`src/rtl/bus_arbiter_pkg.sv`:
```
// Shared definitions for the Amiga bus arbiter: FSM encoding, synchroniser depth and
// grant-acknowledge counter width.
package bus_arbiter_pkg;

  localparam int unsigned SyncDepth = 2;
  localparam int unsigned CntWidth  = 8;

  typedef logic [CntWidth-1:0] cnt_t;

  localparam cnt_t CntMax = '1;

  typedef enum logic [2:0] {
    StIdle     = 3'd0,
    StDrain    = 3'd1,
    StGrant    = 3'd2,
    StWaitAck  = 3'd3,
    StDmaOwned = 3'd4,
    StRelease  = 3'd5
  } arb_state_e;

  // Saturating increment so a long wait can never wrap back under the timeout.
  function automatic cnt_t sat_inc(cnt_t v);
    return (v == CntMax) ? v : v + 1'b1;
  endfunction

endpackage

```
`src/rtl/bus_arbiter_if.sv`:
```
// Arbiter bundle: raw Amiga bus lines, engine handshake and configuration/status.
interface bus_arbiter_if
  import bus_arbiter_pkg::*;
();

  logic          mc_clk_falling;
  logic          nBR_IN;
  logic          nBGACK_IN;
  logic          nAS_IN;
  logic          engine_busy;
  logic          pi_req;
  logic [CntWidth-1:0] cfg_timeout;
  logic          timeout_clear;
  logic          pi_start;
  logic          nBG_OE;
  logic          dma_owned;
  logic          grant_timeout;

  modport slave (
    input  mc_clk_falling, nBR_IN, nBGACK_IN, nAS_IN, engine_busy, pi_req,
           cfg_timeout, timeout_clear,
    output pi_start, nBG_OE, dma_owned, grant_timeout
  );

  modport master (
    output mc_clk_falling, nBR_IN, nBGACK_IN, nAS_IN, engine_busy, pi_req,
           cfg_timeout, timeout_clear,
    input  pi_start, nBG_OE, dma_owned, grant_timeout
  );

endinterface

```
`src/rtl/sync_2ff.sv`:
```
// Flop-chain synchroniser for one asynchronous input; resets to ResetVal.
module sync_2ff
  import bus_arbiter_pkg::*;
#(
  parameter logic ResetVal = 1'b1
) (
  input  logic clk_i,
  input  logic rst_i,
  input  logic d_i,
  output logic q_o
);

  logic [SyncDepth-1:0] sync_q;

  always_ff @(posedge clk_i or posedge rst_i) begin
    if (rst_i) begin
      sync_q <= {SyncDepth{ResetVal}};
    end else begin
      sync_q <= {sync_q[SyncDepth-2:0], d_i};
    end
  end

  assign q_o = sync_q[SyncDepth-1];

endmodule

```
`src/rtl/bus_arbiter.sv`:
```
// Arbitrates the Amiga bus between external DMA masters and Pi-initiated transactions,
// stepping only on 7M falling-edge strobes and guaranteeing one Pi slot per DMA tenure.
module bus_arbiter
  import bus_arbiter_pkg::*;
(
  input logic          sys_clk,
  input logic          reset,
  bus_arbiter_if.slave bus
);

  logic nbr_s, nbgack_s, nas_s;
  logic br, bgack, as_act, strobe;

  sync_2ff #(.ResetVal(1'b1)) u_sync_br (
    .clk_i(sys_clk), .rst_i(reset), .d_i(bus.nBR_IN), .q_o(nbr_s)
  );
  sync_2ff #(.ResetVal(1'b1)) u_sync_bgack (
    .clk_i(sys_clk), .rst_i(reset), .d_i(bus.nBGACK_IN), .q_o(nbgack_s)
  );
  sync_2ff #(.ResetVal(1'b1)) u_sync_as (
    .clk_i(sys_clk), .rst_i(reset), .d_i(bus.nAS_IN), .q_o(nas_s)
  );

  assign br     = ~nbr_s;
  assign bgack  = ~nbgack_s;
  assign as_act = ~nas_s;
  assign strobe = bus.mc_clk_falling;

  arb_state_e state_q, state_d;
  cnt_t       cnt_q, cnt_d;
  logic       pi_first_q, pi_first_d;
  logic       timeout_q, timeout_d;
  logic       nbg_oe_q, nbg_oe_d;
  logic       dma_q, dma_d;
  logic       set_timeout;

  always_ff @(posedge sys_clk or posedge reset) begin
    if (reset) begin
      state_q    <= StIdle;
      cnt_q      <= '0;
      pi_first_q <= 1'b0;
      timeout_q  <= 1'b0;
      nbg_oe_q   <= 1'b0;
      dma_q      <= 1'b0;
    end else begin
      state_q    <= state_d;
      cnt_q      <= cnt_d;
      pi_first_q <= pi_first_d;
      timeout_q  <= timeout_d;
      nbg_oe_q   <= nbg_oe_d;
      dma_q      <= dma_d;
    end
  end

  always_comb begin
    state_d     = state_q;
    cnt_d       = cnt_q;
    pi_first_d  = pi_first_q;
    set_timeout = 1'b0;

    unique case (state_q)
      StIdle: begin
        // The Pi slot is consumed once the engine starts, or forfeited if nothing is pending.
        if (bus.engine_busy || (strobe && !bus.pi_req)) begin
          pi_first_d = 1'b0;
        end
        if (strobe && br && !pi_first_q) begin
          state_d = bus.engine_busy ? StDrain : StGrant;
        end
      end
      StDrain: begin
        if (strobe) begin
          if (!bus.engine_busy) begin
            state_d = StGrant;
          end else if (!br) begin
            state_d = StIdle;
          end
        end
      end
      StGrant: begin
        cnt_d = '0;
        if (strobe) begin
          state_d = StWaitAck;
        end
      end
      StWaitAck: begin
        if (strobe) begin
          if (bgack && !as_act) begin
            state_d = StDmaOwned;
          end else if (!br && !bgack) begin
            state_d = StIdle;
          end else begin
            cnt_d = sat_inc(cnt_q);
            if ((bus.cfg_timeout != '0) && (cnt_d >= bus.cfg_timeout)) begin
              set_timeout = 1'b1;
              state_d     = StIdle;
            end
          end
        end
      end
      StDmaOwned: begin
        if (strobe && !bgack) begin
          state_d = StRelease;
        end
      end
      StRelease: begin
        pi_first_d = 1'b1;
        if (strobe) begin
          state_d = StIdle;
        end
      end
      default: begin
        state_d = StIdle;
      end
    endcase

    // A fresh timeout outranks a simultaneous clear.
    if (set_timeout) begin
      timeout_d = 1'b1;
    end else if (bus.timeout_clear) begin
      timeout_d = 1'b0;
    end else begin
      timeout_d = timeout_q;
    end

    nbg_oe_d = (state_d == StGrant) || (state_d == StWaitAck);
    dma_d    = (state_d == StDmaOwned);
  end

  assign bus.nBG_OE        = nbg_oe_q;
  assign bus.dma_owned     = dma_q;
  assign bus.grant_timeout = timeout_q;
  assign bus.pi_start      = !reset && (state_q == StIdle) && (!br || pi_first_q);

endmodule

```
`src/flat_wrapper.sv`:
```
// flat-port wrapper written by rule: the top's interface ports become plain ports
module bus_arbiter_flat import bus_arbiter_pkg::*;
  (sys_clk, reset, bus_mc_clk_falling, bus_nBR_IN, bus_nBGACK_IN, bus_nAS_IN, bus_engine_busy, bus_pi_req, bus_cfg_timeout, bus_timeout_clear, bus_pi_start, bus_nBG_OE, bus_dma_owned, bus_grant_timeout);
  bus_arbiter_if bus_i ();
  input logic sys_clk;
  input logic reset;
  input wire logic [$bits(bus_i.mc_clk_falling)-1:0] bus_mc_clk_falling;
  input wire logic [$bits(bus_i.nBR_IN)-1:0] bus_nBR_IN;
  input wire logic [$bits(bus_i.nBGACK_IN)-1:0] bus_nBGACK_IN;
  input wire logic [$bits(bus_i.nAS_IN)-1:0] bus_nAS_IN;
  input wire logic [$bits(bus_i.engine_busy)-1:0] bus_engine_busy;
  input wire logic [$bits(bus_i.pi_req)-1:0] bus_pi_req;
  input wire logic [$bits(bus_i.cfg_timeout)-1:0] bus_cfg_timeout;
  input wire logic [$bits(bus_i.timeout_clear)-1:0] bus_timeout_clear;
  output wire logic [$bits(bus_i.pi_start)-1:0] bus_pi_start;
  output wire logic [$bits(bus_i.nBG_OE)-1:0] bus_nBG_OE;
  output wire logic [$bits(bus_i.dma_owned)-1:0] bus_dma_owned;
  output wire logic [$bits(bus_i.grant_timeout)-1:0] bus_grant_timeout;
  assign bus_i.mc_clk_falling = bus_mc_clk_falling;
  assign bus_i.nBR_IN = bus_nBR_IN;
  assign bus_i.nBGACK_IN = bus_nBGACK_IN;
  assign bus_i.nAS_IN = bus_nAS_IN;
  assign bus_i.engine_busy = bus_engine_busy;
  assign bus_i.pi_req = bus_pi_req;
  assign bus_i.cfg_timeout = bus_cfg_timeout;
  assign bus_i.timeout_clear = bus_timeout_clear;
  assign bus_pi_start = bus_i.pi_start;
  assign bus_nBG_OE = bus_i.nBG_OE;
  assign bus_dma_owned = bus_i.dma_owned;
  assign bus_grant_timeout = bus_i.grant_timeout;
  bus_arbiter u_core (.sys_clk(sys_clk), .reset(reset), .bus(bus_i));
endmodule
```
`config.mk`:
```
export PLATFORM = sky130hd
export DESIGN_NAME = bus_arbiter_flat
export DESIGN_NICKNAME = d
export VERILOG_FILES = /design/src/rtl/bus_arbiter_pkg.sv /design/src/rtl/bus_arbiter_if.sv /design/src/rtl/sync_2ff.sv /design/src/rtl/bus_arbiter.sv /design/src/flat_wrapper.sv
export SDC_FILE = /design/constraint.sdc
export NUM_CORES = 1
export LEC_CHECK = 0
export ABC_AREA = 0
export CAP_MARGIN = 0
export CORE_UTILIZATION = 49
export CTS_CLUSTER_DIAMETER = 200
export CTS_CLUSTER_SIZE = 8
export DETAILED_ROUTE_END_ITERATION = 8
export DONT_BUFFER_PORTS = 1
export HOLD_SLACK_MARGIN = 0.1
export SLEW_MARGIN = 0
export SYNTH_ARGS = -nofsm -noshare
export SYNTH_HDL_FRONTEND = slang
export SYNTH_SLANG_ARGS = --single-unit
```
`constraint.sdc`:
```
create_clock -name sys_clk -period 5.5 [get_ports sys_clk]
set_input_delay 1.375 -clock sys_clk [delete_from_list [all_inputs] [get_ports sys_clk]]
set_output_delay 1.375 -clock sys_clk [all_outputs]
set_load 0.1 [all_outputs]
```
==> results.sh <==
export IMPL_run_status="completed"
export IMPL_worstHoldPathType="reg2reg"
export IMPL_final_hold_worst_slack_ps=364.3
export IMPL_worstPathCellList="nor4_4 > buf_4"
export IMPL_post_drt_via_cell_ratio=5.727
export IMPL_floorplan_rows=18
export IMPL_synth_distinct_cells=47
export IMPL_post_layout_nonfiller_instances=176
export IMPL_cts_buffers_inserted=3
export IMPL_final_hold_viol_count=0
export IMPL_maxSlewHeadroom_pct=41.07
export IMPL_gp_congestion=0.8350
export IMPL_setup_worst_path_end_class="output pin"
export IMPL_synthAdderAreaFrac_pct=8.234
export IMPL_yosys_warnings=0
export IMPL_wire_length_of_the_first_global_routing_pass_um=4340
export IMPL_cts_setup_buffers=0
export IMPL_cts_reportedPaths_clkPinSlew_ps=130
export IMPL_finClkSkew_ps=2.851
export IMPL_insertedDiodeCount=0
export IMPL_cap_violations=0
export IMPL_count_of_final_max_slew_check_failures=0
export IMPL_synth_seq_cells=21
export IMPL_crit_path_required_time_ps=4120
export IMPL_path_buf_inv=1
export IMPL_grt_antenna_before_repair=0
export IMPL_synth_simple_area_share_pct=22.14
export IMPL_place_inst=172
export IMPL_antenna_violating_nets_post_route=0
export IMPL_postCtsHoldBufs=0
export IMPL_cts_root_buffer_cell="clkbuf_4"
export IMPL_worst_skew_pair_late_latency_ps=310
export IMPL_setup_violations=0
export IMPL_place_worst_setup_slack_ps=2237
export IMPL_via_count_of_the_first_global_routing_pass=969
export IMPL_drcViolationCount=0
export IMPL_wl_per_cell_um=14.53
export IMPL_cpLargestDelayFamily="buffers and inverters"
export IMPL_ys_async_sr_fraction_pct=100.0
export IMPL_drtIter0Drc=28
export IMPL_avgSynthCellArea_um2=9.367
export IMPL_design_die_area_um2=3006
export IMPL_post_route_min_period_ps=3262
export IMPL_resized_gates_after_cts=0
export IMPL_leakage_uw=0.0006683
export IMPL_areaGrowthSynthToFinish_pct=3.477
export IMPL_synth_nets=172
export IMPL_postSynthCellCount=146
export IMPL_cts_sink_count=21
export IMPL_main_combinational_cell_family_by_area_after_synthesis="simple AND/OR/NAND/NOR gates"
export IMPL_timing_final_ws_setup_ps=2238
export IMPL_critPathArrivalTime_ps=1890
export IMPL_number_of_flops_mapped_to_enable_cells_by_yosys=0
export IMPL_power_per_cell_area_nw_per_um2=330.4
export IMPL_clock_tree_buffer_depth=2
export IMPL_detailroute_via_count=1008
export IMPL_die_height_um=54.83
export IMPL_start_kind="input port"
export IMPL_crit_path_max_incr_delay_ps=320
export IMPL_max_freq_mhz=306.6
export IMPL_floorplan_die_width_um=54.83
export IMPL_timing_setup_tns_ps=0
export IMPL_rsz_0062_raised_after_global_routing="false"
export IMPL_wirelength_um=2558
export IMPL_initial_core_util_pct=53.27
export IMPL_synthesized_cell_area_um2=1368
export IMPL_portion_of_the_clock_cycle_consumed_by_the_worst_path_in_the_final_layout_pct=59.31
export IMPL_hpwlAfterDp_um=1983
export IMPL_grt_max_degree=22
export IMPL_grt_ovfl_total=0
export IMPL_portBuffers=0
export IMPL_pin_count=21
export IMPL_detail_route_first_pass_iterations=4
export IMPL_finish_net_count=173
export IMPL_timing_setup_critical_path_class="in2out"
export IMPL_synth_yosys_seq_area_share_pct=38.98
export IMPL_core_region_area_um2=2567
export IMPL_share_of_final_layout_standard_cells_stronger_than_drive_strength_1_pct=15.07
export IMPL_grt_util_all_layers_pct=20.74
export IMPL_synthMuxAreaShare_pct=2.928
export IMPL_worst_pin_slew_ps=884.0
export IMPL_timing_critical_path_slowest_stage_cell="buf_4"
export IMPL_ctsHtreeMaxLevel=1
export IMPL_dominantRegCellSynth="dfrtp_1"
export IMPL_synth_compound_area_share_pct=18.94
export IMPL_tritoncts="yes"
export IMPL_vdd_ir_drop_max_mv=0.2938
export IMPL_yosys_area_share_xor_xnor_pct=1.281
export IMPL_critPathMaxFanout=2
-- final timing paths --
check	startpoint	end	slack [ps]	cells past startpoint
max	reset	bus_pi_start	2240	2
min reg2reg	u_core.u_sync_as.sync_q[0]	u_core.u_sync_as.sync_q[1]	360	0
max reg2reg	u_core.cnt_q[0]	u_core.state_q[1]	2420	10
max in group asynchronous	reset	u_core.cnt_q[4]	3940	1
min in group asynchronous	reset	u_core.state_q[1]	1070	1
min	u_core.u_sync_as.sync_q[0]	u_core.u_sync_as.sync_q[1]	360	0
-- flip-flops by register name, summed over array words and instances (netlist names) --
signal                      cells
u_core.u_sync_as.sync_q         2
u_core.bus.nBG_OE               1
u_core.pi_first_q               1
u_core.bus.dma_owned            1
u_core.u_sync_bgack.sync_q      2
u_core.state_q                  3
u_core.bus.grant_timeout        1
u_core.u_sync_br.sync_q         2
u_core.cnt_q                    8
-- kinds of logic (layout without fill, tap and decap cells) --
family | after synthesis | count (layout)
buffers and inverters | 21 | 21
adder cells (fa/ha/maj) | 9 | 9
flip-flops | 21 | 21
AND/OR/NAND/NOR | 50 | 50
multiplexers | 3 | 3
XOR/XNOR | 2 | 2
AO/OA/AOI/OAI | 40 | 40
-- through the flow --
stage / total power (µW) / util [%] / area, µm²
2_1_floorplan: 373.3 / - / 1374
3_3_place_gp: 386.2 / 53.95 / 1385
3_5_place_dp: 390.8 / 53.95 / 1385
4_1_cts: 470.9 / 55.12 / 1415
5_1_grt: 501.5 / 55.12 / 1415
6_report: 467.5 / 55.12 / 1415
-- power by group --
part	total [µW]	internal (µW)	leakage (µW)	switching, µW
Clock	79.7	27.8	0.0000139	51.9
Sequential	244	176	0.000264	68.4
Combinational	143	63.4	0.000390	80.0
Total	468	267	0.000668	200
-- synth_stat cells (all sizes together), types with 2 or more instances --
cell type,instances,area share (%)
o211ai,2,1.1
o21a,4,2.2
buf,5,3.1
nor2b,3,1.4
or3,3,1.4
nor2,8,2.2
dfrtp,15,27
o21ai,7,2.6
and3,4,2.2
nand3,7,2.9
nor3,4,2.3
a22o,3,1.9
dfstp,6,12
mux2,2,1.9
a31oi,3,1.4
a21oi,14,5.4
inv,16,4.4
ha,9,8.2
nor4,4,2.3
nand2b,2,0.91
nand2,10,3.5
-- placed cells by master, fill, tap and decap left out, drive strengths merged, types with 2 or more instances in the layout --
cell type	count
mux2	2
nor2b	3
or3	3
and3	4
dfstp	6
inv	16
o21a	4
nor2	8
nand3	7
a22o	3
nand2b	2
clkbuf	3
nand2	10
a31oi	3
o211ai	2
dfrtp	15
a21oi	14
o21ai	7
ha	9
nor4	4
nor3	4
-- metal layers --
metal  up-vias  wire length [µm]  share of wire, %  global-route usage, %
met1       461              1354                53                  28.84
li1        523                 -                 -                      -
met4         0                32               1.3                  7.692
met3         4                97               3.8                  3.611
met5         -                 0                 0                      0
met2        20              1074                42                  31.73
-- final cells by class --
cell class / count / area, µm²
repair buffers: 1 / 7.507
multi-input cells: 104 / 747.0
fillers: 245 / 1152
inverters: 16 / 60.06
flip-flops and latches: 21 / 533.0
clock inverters: 1 / 7.507
well taps: 30 / 37.54
clock buffers: 3 / 22.52
Power figures use the tool's default switching activity.
